### src/rtl/sag_arb_seq_if.sv
// Requester, result and handshake signals of the shared SAG engine.
interface sag_arb_seq_if;
  logic       req0_valid;
  logic       req0_ready;
  logic [7:0] req0_data;
  logic [7:0] req0_ctrl;
  logic       req1_valid;
  logic       req1_ready;
  logic [7:0] req1_data;
  logic [7:0] req1_ctrl;
  logic       res_valid;
  logic       res_ready;
  logic [7:0] res_data;
  logic       res_id;

  modport master (
    output req0_valid, req0_data, req0_ctrl,
    output req1_valid, req1_data, req1_ctrl,
    output res_ready,
    input  req0_ready, req1_ready,
    input  res_valid, res_data, res_id
  );

  modport slave (
    input  req0_valid, req0_data, req0_ctrl,
    input  req1_valid, req1_data, req1_ctrl,
    input  res_ready,
    output req0_ready, req1_ready,
    output res_valid, res_data, res_id
  );
endinterface

### src/rtl/sag_arb_seq.sv
// Iterative 8-bit Sheep-And-Goats engine: one SAG stage reused over three passes, shared by
// two round-robin requesters. Define SAG_BACK2BACK_EN to accept the next operation from DONE.
module sag_arb_seq (
  input logic          clk,
  input logic          rst_n,
  sag_arb_seq_if.slave bus
);

  typedef enum logic [2:0] {IDLE, PASS1, PASS2, PASS3, DONE} state_t;

  state_t      state;
  logic [7:0]  d;
  logic [7:0]  c;
  logic [1:0]  pass_cnt;
  logic        cur_id;
  logic        last_grant;
  logic [7:0]  res_data_q;
  logic        res_id_q;
  logic        res_valid_q;

  logic [1:0]  sel;
  logic [15:0] pass_out;
  logic        win;
  logic        accept_slot;
  logic        take;
  logic [7:0]  op_data;
  logic [7:0]  op_ctrl;

  // One SAG stage: returns {new d, new c}; both operands share the same swap mask.
  function automatic logic [15:0] sag_pass(input logic [7:0] din, input logic [7:0] cin,
                                           input logic [1:0] s);
    logic [7:0] brk;
    logic [7:0] x;
    logic [3:0] t;
    logic [7:0] bd;
    logic [7:0] bc;
    logic [7:0] od;
    logic [7:0] oc;
    brk  = ({8{s[0]}} & 8'b0100_0100) | ({8{s[1]}} & 8'b0001_0000);
    x    = '0;
    x[0] = cin[0];
    for (int unsigned i = 1; i < 8; i++) begin
      x[i] = cin[i] ^ (x[i-1] & ~brk[i]);
    end
    t  = '0;
    bd = '0;
    bc = '0;
    od = '0;
    oc = '0;
    for (int unsigned j = 0; j < 4; j++) begin
      t[j]       = ~x[2*j];
      bd[2*j]    = t[j] ? din[2*j+1] : din[2*j];
      bd[2*j+1]  = t[j] ? din[2*j]   : din[2*j+1];
      bc[2*j]    = t[j] ? cin[2*j+1] : cin[2*j];
      bc[2*j+1]  = t[j] ? cin[2*j]   : cin[2*j+1];
    end
    for (int unsigned j = 0; j < 4; j++) begin
      od[j]   = bd[2*j];
      od[j+4] = bd[2*j+1];
      oc[j]   = bc[2*j];
      oc[j+4] = bc[2*j+1];
    end
    return {od, oc};
  endfunction

  // Pass counter 0,1,2 maps to sel 00,10,11.
  assign sel      = {pass_cnt != 2'd0, pass_cnt == 2'd2};
  assign pass_out = sag_pass(d, c, sel);

  always_comb begin
    win         = (bus.req0_valid && bus.req1_valid) ? ~last_grant : bus.req1_valid;
    accept_slot = (state == IDLE);
`ifdef SAG_BACK2BACK_EN
    accept_slot = accept_slot || ((state == DONE) && bus.res_ready);
`endif
    take           = accept_slot && (bus.req0_valid || bus.req1_valid);
    bus.req0_ready = accept_slot && bus.req0_valid && !win;
    bus.req1_ready = accept_slot && bus.req1_valid && win;
    op_data        = win ? bus.req1_data : bus.req0_data;
    op_ctrl        = win ? bus.req1_ctrl : bus.req0_ctrl;
  end

  assign bus.res_valid = res_valid_q;
  assign bus.res_data  = res_data_q;
  assign bus.res_id    = res_id_q;

  always_ff @(posedge clk or negedge rst_n) begin
    if (!rst_n) begin
      state       <= IDLE;
      d           <= '0;
      c           <= '0;
      pass_cnt    <= '0;
      cur_id      <= 1'b0;
      last_grant  <= 1'b1;
      res_data_q  <= '0;
      res_id_q    <= 1'b0;
      res_valid_q <= 1'b0;
    end else begin
      case (state)
        IDLE: begin
          if (take) begin
            d          <= op_data;
            c          <= op_ctrl;
            cur_id     <= win;
            last_grant <= win;
            pass_cnt   <= '0;
            state      <= PASS1;
          end
        end
        PASS1: begin
          {d, c}   <= pass_out;
          pass_cnt <= pass_cnt + 2'd1;
          state    <= PASS2;
        end
        PASS2: begin
          {d, c}   <= pass_out;
          pass_cnt <= pass_cnt + 2'd1;
          state    <= PASS3;
        end
        PASS3: begin
          {d, c}      <= pass_out;
          pass_cnt    <= pass_cnt + 2'd1;
          res_data_q  <= pass_out[15:8];
          res_id_q    <= cur_id;
          res_valid_q <= 1'b1;
          state       <= DONE;
        end
        DONE: begin
          if (bus.res_ready) begin
            res_valid_q <= 1'b0;
            state       <= IDLE;
`ifdef SAG_BACK2BACK_EN
            if (take) begin
              d          <= op_data;
              c          <= op_ctrl;
              cur_id     <= win;
              last_grant <= win;
              pass_cnt   <= '0;
              state      <= PASS1;
            end
`endif
          end
        end
        default: state <= IDLE;
      endcase
    end
  end

endmodule

### src/flat_wrapper.sv
// flat-port wrapper written by rule: the top's interface ports become plain ports
module sag_arb_seq_flat 
  (clk, rst_n, bus_req0_valid, bus_req0_data, bus_req0_ctrl, bus_req1_valid, bus_req1_data, bus_req1_ctrl, bus_res_ready, bus_req0_ready, bus_req1_ready, bus_res_valid, bus_res_data, bus_res_id);
  sag_arb_seq_if bus_i ();
  input logic clk;
  input logic rst_n;
  input wire logic [$bits(bus_i.req0_valid)-1:0] bus_req0_valid;
  input wire logic [$bits(bus_i.req0_data)-1:0] bus_req0_data;
  input wire logic [$bits(bus_i.req0_ctrl)-1:0] bus_req0_ctrl;
  input wire logic [$bits(bus_i.req1_valid)-1:0] bus_req1_valid;
  input wire logic [$bits(bus_i.req1_data)-1:0] bus_req1_data;
  input wire logic [$bits(bus_i.req1_ctrl)-1:0] bus_req1_ctrl;
  input wire logic [$bits(bus_i.res_ready)-1:0] bus_res_ready;
  output wire logic [$bits(bus_i.req0_ready)-1:0] bus_req0_ready;
  output wire logic [$bits(bus_i.req1_ready)-1:0] bus_req1_ready;
  output wire logic [$bits(bus_i.res_valid)-1:0] bus_res_valid;
  output wire logic [$bits(bus_i.res_data)-1:0] bus_res_data;
  output wire logic [$bits(bus_i.res_id)-1:0] bus_res_id;
  assign bus_i.req0_valid = bus_req0_valid;
  assign bus_i.req0_data = bus_req0_data;
  assign bus_i.req0_ctrl = bus_req0_ctrl;
  assign bus_i.req1_valid = bus_req1_valid;
  assign bus_i.req1_data = bus_req1_data;
  assign bus_i.req1_ctrl = bus_req1_ctrl;
  assign bus_i.res_ready = bus_res_ready;
  assign bus_req0_ready = bus_i.req0_ready;
  assign bus_req1_ready = bus_i.req1_ready;
  assign bus_res_valid = bus_i.res_valid;
  assign bus_res_data = bus_i.res_data;
  assign bus_res_id = bus_i.res_id;
  sag_arb_seq u_core (.clk(clk), .rst_n(rst_n), .bus(bus_i));
endmodule
### config.mk
export PLATFORM = sky130hd
export DESIGN_NAME = sag_arb_seq_flat
export DESIGN_NICKNAME = d
export VERILOG_FILES = /design/src/rtl/sag_arb_seq_if.sv /design/src/rtl/sag_arb_seq.sv /design/src/flat_wrapper.sv
export SDC_FILE = /design/constraint.sdc
export NUM_CORES = 1
export LEC_CHECK = 0
export BUFFER_PORTS_ARGS = -buffer_cell sky130_fd_sc_hd__buf_2
export CAP_MARGIN = 20
export CELL_PAD_IN_SITES_DETAIL_PLACEMENT = 1
export CELL_PAD_IN_SITES_GLOBAL_PLACEMENT = 1
export CORE_AREA = 3 3 80 97
export DETAILED_ROUTE_END_ITERATION = 7
export DIE_AREA = 0 0 83 100
export PLACE_DENSITY_LB_ADDON = 0.2
export SETUP_SLACK_MARGIN = 0.4
export SYNTH_ARGS = -nofsm -noshare
export SYNTH_HDL_FRONTEND = slang
export SYNTH_SLANG_ARGS = --single-unit
export TNS_END_PERCENT = 20
### constraint.sdc
create_clock -name clk -period 2.86 [get_ports clk]
set_clock_uncertainty 0.05 [all_clocks]
set_input_delay 0.143 -clock clk [delete_from_list [all_inputs] [get_ports clk]]
set_output_delay 0.143 -clock clk [all_outputs]
set_load 0.01 [all_outputs]
==> results of run 1 <==
## cells in the final DEF, fill, tap and decap left out, types with 3 or more instances in the layout
cell type and count:
o21ai_0 28, nor2_1 15, nand3_1 14, mux2i_1 15, inv_1 7, a21o_1 5, a21oi_1 17, dfrtp_1 31
ha_1 3, buf_4 7, clkbuf_8 5, xnor2_1 3, nand2_1 25, mux2_2 5, nor3_1 8, buf_2 48
## layout make-up
class	count	area share, %
repair buffers	57	12.5
multi-input cells	178	45.8
flip-flops and latches	33	33.0
clock buffers	7	3.04
inverters	7	1.05
well taps	87	4.34
clock inverters	1	0.299
## cell families after synthesis
logic type,count (synthesis)
AND/OR/NAND/NOR,80
AO/OA/AOI/OAI,67
flip-flops,33
buffers and inverters,23
multiplexers,20
XOR/XNOR,6
adder cells (fa/ha/maj),5
## flip-flops by register name (all words and copies together), names as in the netlist
name                  count
u_core.cur_id             1
u_core.state              3
u_core.c                  8
u_core.pass_cnt           2
u_core.bus.res_valid      1
u_core.bus.res_data       8
u_core.bus.res_id         1
u_core.d                  8
u_core.last_grant         1
## metal layers
metal  up-vias  GRT usage [%]
met1       911           18.7
li1        925              -
met4         0           3.77
met2        26           25.2
met3         5           2.71
met5         -              0
## what timing repair did
item,4_1_cts,5_1_grt
endpoints found under the hold margin,33,0
buffers inserted,1,0
hold buffers,2,0
endpoints found under the setup margin,3,5
resized for setup,3,0
## through the flow
step | cell area, µm² | total power, W | instances | setup WS (ns) | hold WS [ns]
final | 2510 | 0.00326 | 370 | 0.480 | 0.0777
after global routing | 2510 | 0.00361 | 370 | 0.342 | 0.0807
after CTS | 2510 | 0.00331 | 370 | 0.459 | 0.0629
after detailed placement | 2390 | 0.00292 | 359 | 0.343 | 0.225
after global placement | 2390 | 0.00287 | 359 | 0.435 | 0.234
after floorplan | 2070 | 0.00240 | 234 | 0.448 | -0.203
## critical path, cell delays in order, from the launching register on
cell and delay [ns]:
dfrtp_1 0.40, inv_1 0.06, ha_1 0.27, nor2b_2 0.18, xor2_2 0.21, or3_4 0.41
a211o_1 0.36, a211oi_2 0.24, nor3_1 0.08
## power groups by stage
stage               clock (W)  combinational, W  sequential (W)
floorplan                   0           0.00150        0.000899
global placement            0           0.00189        0.000981
detailed placement          0           0.00193        0.000986
CTS                  0.000367           0.00197        0.000971
global route         0.000389           0.00222         0.00101
finish               0.000350           0.00194        0.000966
## synth_stat cells, types with 3 or more instances
cell type,n,share of area (%)
dfrtp_1,32,39
a21oi_1,17,4.1
nand2_1,25,4.5
a21o_1,5,1.8
mux2_2,5,2.7
inv_1,7,1.3
ha_1,4,2.4
nor2b_1,3,0.91
nor3_1,8,1.9
nor2_1,15,2.7
nand3_1,14,3.4
clkbuf_1,11,2.0
o21ai_0,28,6.8
buf_2,3,0.73
mux2i_1,15,7.3
xnor2_1,3,1.3
## path summary, 6_finish.rpt
check | to | slack, ns | cells past startpoint
max | u_core.d[3] | 0.48 | 8
min | u_core.state[2] | 0.08 | 3
max reg2reg | u_core.d[3] | 0.48 | 8
min reg2reg | u_core.bus.res_data[2] | 0.43 | 1
max in group asynchronous | u_core.c[0] | 1.80 | 2
min in group asynchronous | u_core.bus.res_data[6] | 0.42 | 2
==> reports/qor.csv, run 1 <==
stage,metric,value,unit
power,intPower,0.00172,W
critical_path,crit_required,2.97,ns
final_layout,diodes,0,
yosys,yosysSeqAreaShare,40.0,%
placement,port_buffers,48,
route,wirelength,5700,µm
clock_network,clkTransAtPathRegs,0.07,ns
final_layout,final_core_util,36.6,%
timing,final-hold-violation-count,0,
critical_path,startpoint_type,flip-flop,
die,die_x,83,µm
run,max_cap_violations,0,
critical_path,r2r_start,u_core.c[1],
power,ir_worst_vdd,0.433,mV
route,drt_pass1_iterations,4,
route,vias,1867,
global_routing,grt_max_degree,34,
power,p_per_area,1300,mW/mm²
die,die_y,100,µm
yosys,synth_mux_area_share,9.98,%
timing,fin_crit,2.38,ns
yosys,yosys_warnings,0,
yosys,synth.distinct_cells,45,
timing,finalCritPeriodShare,83.2,%
yosys,syn-mean-instance-area,8.84,µm²
yosys,synth_edf_count,0,
die,die-area,0.00830,mm²
route,top_layer,met4,
route,drc_errors,0,
clock_network,h-tree-depth,2,
route,wl_met3,166,µm
critical_path,crit_path_start,u_core.c[1],
power,swShare,47.3,%
route,wl_met1,2580,µm
timing,rsz0062_at_grt,true,
yosys,synth-main-ff-cell,dfrtp_1,
global_routing,grt_pass1_wl,9790,µm
placement,dp_hpwl,4370,µm
die,core_region_area,0.00685,mm²
final_layout,ff_latch_area,828,µm²
yosys,async_flop_share,100,%
clock_network,cts_tree,yes,
die,rows,33,
clock_network,numCtsBuffers,5,
power,clkPwrFrac,10.7,%
global_routing,gr-usage-all-layers,14.6,%
power,p_leak,1.16,nW
global_routing,overflow,0,
power,power_switching,0.00154,W
route,detail_route.wl_per_cell,15.4,µm
final_layout,fillers,848,
timing,slew_headroom,48.5,%
critical_path,end_kind,flip-flop,
yosys,synth_fa_ha_area_share,2.90,%
timing,setup_violations,0,
timing,setup_tns,0,ns
global_routing,first_global_vias,1948,
yosys,synth_cells,234,
critical_path,crit_type,flip-flop to flip-flop,
route,first_iter_violations,48,
global_routing,antenna_found_initial,0,
final_layout,area_delta_synth_final,21.3,%
yosys,syn_area,0.00207,mm²
yosys,synth_xor_area_share,3.26,%
timing,fmax,420,MHz
final_layout,drive_gt1_share,28.6,%
final_layout,fin_nets,323,
clock_network,cts_root_buf,clkbuf_8,
critical_path,arrival,2.49,ns
clock_network,clk-insertion-delay-late,0.28,ns
timing,slew_viol_final,0,
clock_network,cts_sinks,33,
power,combinationalPowerShare,59.6,%
timing,worst_pin_slew,0.773,ns
yosys,ys_ff_latch,33,
yosys,synthSimpleGateAreaFrac,18.8,%
final_layout,multi_input_area,0.00115,mm²
worst_hold_path,min-delay-start,bus_res_ready,
die,start_util,30.2,%
route,antenna_left,0,
yosys,syn-num-nets,275,
clock_network,clk_path_buf_depth,2,
power,seqPwrFrac,29.6,%
run_status,status,completed,
yosys,synth_top_family_by_area,compound AO/OA/AOI/OAI gates,
worst_hold_path,hp-class,input pin to flip-flop,
yosys,synth_compound_area_share,20.2,%
route,viasPerCell,5.05,
critical_path,crit_fanout,7,
placement,gp_congestion,0.754,
route,dr_wl_met2,2900,µm
die,ios,49,
(Power assumes the default switching activity.)
==> inputs of run 2 (changes only) <==
==> constraint.sdc (replaced) <==
create_clock -name clk -period 2.5 [get_ports clk]
set_clock_uncertainty 0.05 [all_clocks]
set_input_delay 0.125 -clock clk [delete_from_list [all_inputs] [get_ports clk]]
set_output_delay 0.125 -clock clk [all_outputs]
set_load 0.01 [all_outputs]
==> reports/qor.csv, run 2 (synthesis gave the netlist of run 1 again) <==
stage,metric,value,unit,change
timing,setup_violations,0,,unchanged
timing,slew_headroom,45.4,%,-3.0 points
clock_network,cts_tree,yes,,
timing,fin_crit,2.18,ns,-0.204 ns
placement,port_buffers,48,,unchanged
timing,fmax,459,MHz,+9.4%
critical_path,crit_type,flip-flop to flip-flop,,
route,drc_errors,0,,unchanged
die,ios,49,,unchanged
critical_path,crit_path_max_incr_delay,0.38,ns,-0.03 ns
power,clkPwrFrac,10.0,%,-0.7 points
final_layout,fillers,834,,-1.7%
run,max_cap_violations,0,,unchanged
power,swShare,46.8,%,-0.46 points
final_layout,fin_cells,378,,+2.2%
placement,placedCellCount,364,,+1.4%
die,core_region_area,0.00685,mm²,unchanged
route,drt_pass1_iterations,4,,unchanged
route,dr_wl_met2,3040,µm,+4.9%
placement,dpl-instance-area,0.00245,mm²,+2.5%
timing,worst_pin_slew,0.819,ns,+0.0456 ns
critical_path,end_kind,flip-flop,,
timing,final-hold-violation-count,0,,unchanged
route,viasPerCell,5.04,,-0.18%
route,first_iter_violations,87,,+81%
final_layout,diodes,0,,unchanged
timing,slew_viol_final,0,,unchanged
final_layout,fin_nets,331,,+2.5%
route,vias,1904,,+2.0%
clock_network,h-tree-depth,2,,unchanged
timing,finalCritPeriodShare,87.1,%,+3.8 points
die,die-area,0.00830,mm²,unchanged
run_status,status,completed,,
global_routing,first_global_vias,2092,,+7.4%
clock_network,clkTransAtPathRegs,0.08,ns,about the same
timing,setup_tns,0,ns,unchanged
final_layout,multi_input_area,0.00120,mm²,+4.2%
global_routing,gr-usage-all-layers,15.0,%,+0.44 points
clock_network,cts_root_buf,clkbuf_8,,
die,rows,33,,unchanged
die,die_y,100,µm,unchanged
power,seqPwrFrac,26.9,%,-2.7 points
power,power_switching,0.00192,W,+25%
power,p_per_area,1570,mW/mm²,+21%
timing,fin_ws,0.324,ns,-0.156 ns
critical_path,cp_slowest_cell,or3_4,,
placement,dp_hpwl,4480,µm,+2.5%
final_layout,ff_latch_area,827,µm²,-0.15%
route,wirelength,5920,µm,+4.0%
critical_path,crit_chain,"inv_1, ha_1, nor2b_4, xor2_4, or3_4, a211o_1, a211oi_2, nor3_1",,
global_routing,grt_pass1_wl,10200,µm,+4.2%
clock_network,cts_sinks,33,,unchanged
placement,gp_congestion,0.717,,-4.9%
timing,rsz0062_at_grt,true,,
critical_path,arrival,2.30,ns,-0.19 ns
clock_network,clk_path_buf_depth,2,,unchanged
power,p_leak,1.23,nW,+5.6%
clock_network,numCtsBuffers,5,,unchanged
final_layout,area_delta_synth_final,26.6,%,
placement,preCtsSetupSlack,-0.138,ns,-0.481 ns
power,intPower,0.00218,W,+27%
power,combinationalPowerShare,63.1,%,+3.5 points
route,top_layer,met4,,
final_layout,final_common_cell,buf_2,,
route,wl_met1,2640,µm,+2.2%
critical_path,crit_required,2.63,ns,-0.34 ns
power,ir_worst_vdd,0.541,mV,+25%
critical_path,startpoint_type,flip-flop,,
worst_hold_path,hp-class,input pin to flip-flop,,
final_layout,drive_gt1_share,32.3,%,+3.7 points
global_routing,grt_max_degree,34,,unchanged
global_routing,overflow,0,,unchanged
critical_path,crit_fanout,4,,-3
die,start_util,30.2,%,unchanged
global_routing,antenna_found_initial,0,,unchanged
die,die_x,83,µm,unchanged
route,antenna_left,0,,unchanged
final_layout,stdcell_area,0.00262,mm²,+4.4%
clock_network,clk-insertion-delay-late,0.29,ns,about the same
route,detail_route.wl_per_cell,15.7,µm,+1.8%
final_layout,final_cell_mix,"48 x buf_2, 32 x dfrtp_1, 26 x o21ai_0",,
route,wl_met3,180,µm,+8.4%
## run 2: cell types whose count changed in the layout (fill, tap and decap cells not counted), sizes merged
| cell | change |
|---|---|
| clkbuf | -2 |
| clkinv | +2 |
| buf | +8 |
## run 2: critical path: cells and delay by family (launching register included)
kind | cells | cell delay, ns
AO/OA/AOI/OAI | 2 | 0.53
AND/OR/NAND/NOR | 3 | 0.60
XOR/XNOR | 1 | 0.19
adder cells (fa/ha/maj) | 1 | 0.29
flip-flops | 1 | 0.36
buffers and inverters | 1 | 0.05
## run 2: metal layers
| layer | track usage (%) | vias up |
|---|---|---|
| li1 | - | 944 |
| met1 | 17.9 | 927 |
| met3 | 3.12 | 5 |
| met5 | 0 | - |
| met2 | 27.7 | 28 |
| met4 | 3.40 | 0 |
## run 2: final timing paths
path	start	end	slack (ns)	cells after the start
hold / removal	bus_res_ready	u_core.state[2]	0.06	3
setup / recovery	u_core.c[1]	u_core.d[3]	0.32	8
max in group asynchronous	rst_n	u_core.d[5]	1.47	2
min in group asynchronous	rst_n	u_core.state[0]	0.41	2
setup reg to reg	u_core.c[1]	u_core.d[3]	0.32	8
hold reg to reg	u_core.bus.res_data[4]	u_core.bus.res_data[4]	0.43	2
## run 2: per-stage QoR
step,utilization [%],hold WS (ns),total power [W]
floorplan,-,-0.221,0.00284
global placement,35.8,0.216,0.00343
detailed placement,35.8,0.235,0.00351
CTS,37.8,0.0578,0.00406
global route,38.2,0.0654,0.00451
finish,38.2,0.0584,0.00410
## run 2: layout make-up
class,count,area share (%)
well taps,87,4.15
clock inverters,3,0.669
repair buffers,65,14.2
clock buffers,5,2.63
flip-flops and latches,33,31.6
multi-input cells,178,45.7
inverters,7,1.00
## run 2: power by group through the flow
| stage | Sequential, W | Combinational (W) | Clock (W) |
|---|---|---|---|
| 6_report | 0.00110 | 0.00259 | 0.000412 |
| 3_5_place_dp | 0.00111 | 0.00240 | 0 |
| 3_3_place_gp | 0.00110 | 0.00234 | 0 |
| 4_1_cts | 0.00110 | 0.00253 | 0.000426 |
| 2_1_floorplan | 0.00103 | 0.00181 | 0 |
| 5_1_grt | 0.00115 | 0.00291 | 0.000451 |
## run 2: timing repair
| action | CTS | global route |
|---|---|---|
| resized for setup | 2 | 6 |
| setup buffers | 3 | 1 |
| endpoints found under the setup margin | 16 | 13 |
| endpoints found under the hold margin | 33 | 0 |
| hold buffers | 2 | 0 |
| pin swaps | 2 | 2 |
